==> src/rtl/xt_bus_pkg.sv <==
// Shared types for the bus master port.
//   bus_mst_state_e : master port FSM states
//   bus_cmd_t       : latched command (write flag, address, data, strobes)
// The command struct is sized for the widest bus in the system. Instances
// with narrower buses zero-extend into it and slice back out.
package xt_bus_pkg;
  localparam int BUS_ADDR_W = 32;
  localparam int BUS_DATA_W = 32;
  localparam int BUS_STRB_W = BUS_DATA_W / 8;

  typedef enum logic [2:0] {IDLE, REQ, XFER, BACKOFF, RSP} bus_mst_state_e;

  typedef struct packed {
    logic                  write;
    logic [BUS_ADDR_W-1:0] addr;
    logic [BUS_DATA_W-1:0] wdata;
    logic [BUS_STRB_W-1:0] wstrb;
  } bus_cmd_t;
endpackage

==> src/rtl/xt_bus_master_port.sv <==
// Initiator-side port between a bus master and the round-robin arbiter.
// Takes one command over valid/ready, requests the matching arbiter channel,
// drives the shared bus while granted, and returns a one-cycle response.
// Grant loss and grant timeout back off for one cycle and retry up to
// MAX_RETRY times; a silent slave or exhausted retries returns rsp_err.
// Ports:
//   clk, rst                      clock, synchronous active-high reset
//   cmd_valid/ready/write/addr/wdata/wstrb   command handshake
//   rsp_valid/rdata/err           response pulse
//   read_req/write_req            arbiter requests (only one ever high)
//   read_accept/write_accept      arbiter grants
//   bus_addr/wdata/wstrb/rd_en/wr_en          shared bus drive (0 when idle)
//   bus_rdata/bus_ready           slave return
module xt_bus_master_port
  import xt_bus_pkg::*;
#(
  parameter int ADDR_WIDTH    = BUS_ADDR_W,
  parameter int DATA_WIDTH    = BUS_DATA_W,
  parameter int GRANT_TIMEOUT = 64,
  parameter int XFER_TIMEOUT  = 256,
  parameter int MAX_RETRY     = 3
) (
  input  logic                    clk,
  input  logic                    rst,
  input  logic                    cmd_valid,
  output logic                    cmd_ready,
  input  logic                    cmd_write,
  input  logic [ADDR_WIDTH-1:0]   cmd_addr,
  input  logic [DATA_WIDTH-1:0]   cmd_wdata,
  input  logic [DATA_WIDTH/8-1:0] cmd_wstrb,
  output logic                    rsp_valid,
  output logic [DATA_WIDTH-1:0]   rsp_rdata,
  output logic                    rsp_err,
  output logic                    read_req,
  output logic                    write_req,
  input  logic                    read_accept,
  input  logic                    write_accept,
  output logic [ADDR_WIDTH-1:0]   bus_addr,
  output logic [DATA_WIDTH-1:0]   bus_wdata,
  output logic [DATA_WIDTH/8-1:0] bus_wstrb,
  output logic                    bus_rd_en,
  output logic                    bus_wr_en,
  input  logic [DATA_WIDTH-1:0]   bus_rdata,
  input  logic                    bus_ready
);
  localparam int SW = DATA_WIDTH / 8;
  localparam int GW = $clog2(GRANT_TIMEOUT + 1);
  localparam int XW = $clog2(XFER_TIMEOUT + 1);
  localparam int RW = (MAX_RETRY > 0) ? $clog2(MAX_RETRY + 1) : 1;

  bus_mst_state_e        state;
  bus_cmd_t              cmd_q;
  logic [GW-1:0]         grant_cnt;
  logic [XW-1:0]         xfer_cnt;
  logic [RW-1:0]         retry_cnt;
  logic [DATA_WIDTH-1:0] rdata_q;
  logic                  err_q;
  logic                  acc, drive, req;

  assign acc   = cmd_q.write ? write_accept : read_accept;
  // Bus drive follows the grant combinationally so a revoked grant
  // releases the shared bus in the same cycle.
  assign drive = (state == XFER) && acc;
  assign req   = (state == REQ) || (state == XFER);

  assign cmd_ready = (state == IDLE) && !rst;
  assign read_req  = req && !cmd_q.write;
  assign write_req = req &&  cmd_q.write;

  assign bus_addr  = drive ? cmd_q.addr[ADDR_WIDTH-1:0] : '0;
  assign bus_wdata = (drive && cmd_q.write) ? cmd_q.wdata[DATA_WIDTH-1:0] : '0;
  assign bus_wstrb = (drive && cmd_q.write) ? cmd_q.wstrb[SW-1:0] : '0;
  assign bus_rd_en = drive && !cmd_q.write;
  assign bus_wr_en = drive &&  cmd_q.write;

  assign rsp_valid = (state == RSP);
  assign rsp_err   = rsp_valid && err_q;
  assign rsp_rdata = rsp_valid ? rdata_q : '0;

  always_ff @(posedge clk) begin
    if (rst) begin
      state     <= IDLE;
      cmd_q     <= '0;
      grant_cnt <= '0;
      xfer_cnt  <= '0;
      retry_cnt <= '0;
      rdata_q   <= '0;
      err_q     <= 1'b0;
    end else begin
      // Per-phase counters restart every time their phase is entered.
      grant_cnt <= '0;
      xfer_cnt  <= '0;
      unique case (state)
        IDLE: if (cmd_valid) begin
          cmd_q.write <= cmd_write;
          cmd_q.addr  <= BUS_ADDR_W'(cmd_addr);
          cmd_q.wdata <= BUS_DATA_W'(cmd_wdata);
          cmd_q.wstrb <= BUS_STRB_W'(cmd_wstrb);
          retry_cnt   <= '0;
          rdata_q     <= '0;
          err_q       <= 1'b0;
          state       <= REQ;
        end
        REQ: begin
          if (acc)
            state <= XFER;
          else if (grant_cnt == GW'(GRANT_TIMEOUT - 1))
            state <= BACKOFF;
          else if (grant_cnt != GW'(GRANT_TIMEOUT))
            grant_cnt <= grant_cnt + GW'(1);
          else
            grant_cnt <= grant_cnt;
        end
        XFER: begin
          // bus_ready only completes while still granted; a ready seen on
          // the cycle the grant drops is treated as grant loss.
          if (acc && bus_ready) begin
            rdata_q <= cmd_q.write ? '0 : bus_rdata;
            state   <= RSP;
          end else if (!acc) begin
            state <= BACKOFF;
          end else if (xfer_cnt == XW'(XFER_TIMEOUT - 1)) begin
            err_q <= 1'b1;
            state <= RSP;
          end else if (xfer_cnt != XW'(XFER_TIMEOUT)) begin
            xfer_cnt <= xfer_cnt + XW'(1);
          end else begin
            xfer_cnt <= xfer_cnt;
          end
        end
        BACKOFF: begin
          // One req-low cycle lets the arbiter drop the stale grant.
          if (retry_cnt == RW'(MAX_RETRY)) begin
            err_q <= 1'b1;
            state <= RSP;
          end else begin
            retry_cnt <= retry_cnt + RW'(1);
            state     <= REQ;
          end
        end
        RSP:     state <= IDLE;
        default: state <= IDLE;
      endcase
    end
  end
endmodule
==> config.mk <==
export PLATFORM = sky130hd
export DESIGN_NAME = xt_bus_master_port
export DESIGN_NICKNAME = d
export VERILOG_FILES = /design/src/rtl/xt_bus_pkg.sv /design/src/rtl/xt_bus_master_port.sv
export SDC_FILE = /design/constraint.sdc
export NUM_CORES = 1
export LEC_CHECK = 0
export ABC_AREA = 1
export ABC_CLOCK_PERIOD_IN_PS = 2050
export CAP_MARGIN = 20
export CORE_UTILIZATION = 40
export CTS_CLUSTER_DIAMETER = 30
export CTS_CLUSTER_SIZE = 12
export DETAILED_ROUTE_END_ITERATION = 7
export PLACE_DENSITY = 0.73
export SYNTH_ARGS = -nofsm -noshare
export SYNTH_HDL_FRONTEND = slang
export SYNTH_SLANG_ARGS = --single-unit
==> constraint.sdc <==
create_clock -name clk -period 2.05 [get_ports clk]
set_input_delay 0.3075 -clock clk [delete_from_list [all_inputs] [get_ports clk]]
set_output_delay 0.3075 -clock clk [all_outputs]
set_load 0.01 [all_outputs]
==> run summary <==
Vias: 5679
Post-Route Utilization: 0.640
Crit share post-route: 1.07
Max-Cap Viols: 0
Fin crit period: 2200 ps
Fillers: 1267
Post-synthesis async set-or-reset flop share: 0
Endpoints failing hold: 0
Psw: 3480 µW
Post-synth top area share: 0.434
Most common cell in the netlist: nor2_1
Post-synth EDFFs: 0
Max frequency: 454 MHz
Post-DRT Antenna Nets: 0
Layout cells sized above 1: 0.242
Most frequent cells after synthesis: nor2_1, nand2_1, inv_1, dfxtp_1, a21oi_1
Sw Ratio: 0.348
Num Clock Sinks: 123
Min-Delay Path Class: reg -> reg
Crit-path max FO: 8
Die Area: 14700 µm²
Gp weighted congestion: 0.805
Routed wire length: 15300 µm
H-Tree Level Count: 4
Clock Tree Buf Depth: 2
Rows: 43
Failing checks: setup timing
Hpwl dp: 9890 µm
Die height: 121 µm
Buffers on Ports: 213
Leading register cell type out of synthesis: dfxtp_1
Multi-input logic area: 2760 µm²
Flops & latches, synth: 123
Clk Tree Root Cell: clkbuf_16
DR pass1 iterations: 5
Fin. max-slew vios: 0
Lkg Pwr: 0.00374 µW
Sequential area share after synthesis: 0.434
First-pass GRT wire length: 23500 µm
Critical path class: reg -> out
Post-Syn Area: 5670 µm²
CP Data Arrival Time: 1890 ps
Sequential group share of total power: 0.340
Setup violations, final: 69
Critical Path Source Type: flop
Total gr overflow: 0
Clock-pin slew on the worst setup and hold paths: 50 ps
Pint: 6520 µW
Largest cells by area after synthesis: dfxtp_1, nor2_1, nand2_1
RSZ-0062 raised after global routing: yes
P per Cell Area: 1130 nW/µm²
Clk pwr share: 0.303
Syn Inst Count: 836
VDD IR max: 0.647 mV
Chip Width: 121 µm
DRC Markers: 0
Post-route setup slack: -152 ps
Number of buffers created by CTS: 17
Core Box Area: 13900 µm²
Largest net degree at the start of global routing: 109
Register Area: 2470 µm²
Max-slew headroom: 0.729
DR iter-0 viols: 301
Clock skew: 6.23 ps
Synth area leader: dfxtp_1
Status: complete, but fails checks
Worst path required time: 1740 ps
IO Count: 214
Routed vias/inst: 4.54
Place WS: -251 ps
CTS tree: built
Vias in the first global route: 4971
Critical Path Sink Type: output pin
Syn Area/Cell: 6.78 µm²
Layout area overhead: 56.6%
Logic pwr share: 0.357
Syn. warnings: 0
Initial antenna violation count: 0
ANT cells: 0
Worst-Margin Slew: 407 ps
Clk_lat worst skew: 410 ps
Gr usage total: 0.205
Nets@finish: 1171
Drt wl/cell: 12.2 µm
Syn Nets: 949
Synth cell types: 28
Initial core utilization: 0.409
[metal layers]
metal / wire (µm) / track usage
met1: 6780 / 0.256
met2: 7190 / 0.323
met3: 1090 / 0.0695
met4: 243 / 0.0856
met5: 0 / 0
[flip-flops by register name (all words and copies together) (netlist names)]
signal	count
cmd_q	69
err_q	1
grant_cnt	7
rdata_q	32
retry_cnt	2
state	3
xfer_cnt	9
[stage by stage]
stage | area (µm²) | std cells | hold slack (ps) | setup TNS (ps) | power (µW)
after floorplan | 5670 | 836 | 377 | 0 | 5760
after global placement | 7970 | 1205 | 438 | -12480 | 6470
after detailed placement | 7970 | 1205 | 442 | -13800 | 6530
after CTS | 8420 | 1246 | 450 | -4640 | 9790
after global routing | 8880 | 1250 | 468 | -13610 | 10700
final | 8880 | 1250 | 451 | -6770 | 10000
[power by group through the flow]
stage / clock network, µW / logic (µW) / registers (µW)
3_3_place_gp: 0 / 3070 / 3400
4_1_cts: 3100 / 3300 / 3390
2_1_floorplan: 0 / 2390 / 3370
3_5_place_dp: 0 / 3100 / 3430
6_report: 3030 / 3570 / 3400
5_1_grt: 3210 / 4030 / 3480
[worst paths after layout]
| kind | cells after the start | start | end | slack, ps |
|---|---|---|---|---|
| setup / recovery | 9 | cmd_q[68] | bus_addr[30] | -150 |
| hold / removal | 2 | cmd_q[25] | cmd_q[25] | 450 |
| hold reg to reg | 2 | cmd_q[25] | cmd_q[25] | 450 |
| setup reg to reg | 12 | cmd_q[68] | rdata_q[19] | 200 |
[worst max-delay path: stages, from the launching register on]
cell	delay (ps)
dfxtp_1	440
inv_2	90
nand2_2	80
nand2_2	60
nor2_4	130
clkinvlp_4	130
buf_12	170
buf_12	150
nor2_2	90
buf_2	140
[final cells by class]
type | count | share of cell area
clock buffers | 23 | 0.0549
clock inverters | 8 | 0.0130
multi-input cells | 535 | 0.311
inverters | 134 | 0.0573
repair buffers | 247 | 0.261
well taps | 180 | 0.0254
flip-flops and latches | 123 | 0.278
[logic make-up (layout without fill, tap and decap cells)]
kind of cell    count (synthesis)  count (layout)  share of synthesized area
fa+ha+maj                       6               6                     0.0132
compound gates                157             157                      0.139
buf+inv                       178             412                      0.136
simple gates                  369             369                      0.273
xor+xnor                        3               3                    0.00463
flops                         123             123                      0.434
[layout by cell type, fill, tap and decap left out, types with 10 or more instances in the layout]
master and n:
a21oi_1 83, clkbuf_16 19, buf_4 21, clkdlybuf4s15_1 10, dfxtp_1 119, buf_2 38, nor2_4 36, o21ai_0 69
nor2_2 46, buf_6 32, inv_1 127, clkbuf_2 21, nand3_1 13, clkdlybuf4s50_1 107, nand2_1 136, nor2_1 118
[timing repair]
| item | in CTS | in global routing |
|---|---|---|
| setup endpoints to repair | 105 | 106 |
| hold buffers | 0 | 0 |
| gates cloned | 3 | 2 |
| setup buffers | 7 | 2 |
| pin swaps | 2 | 4 |
| resized for setup | 329 | 178 |
(Power assumes the default switching activity.)
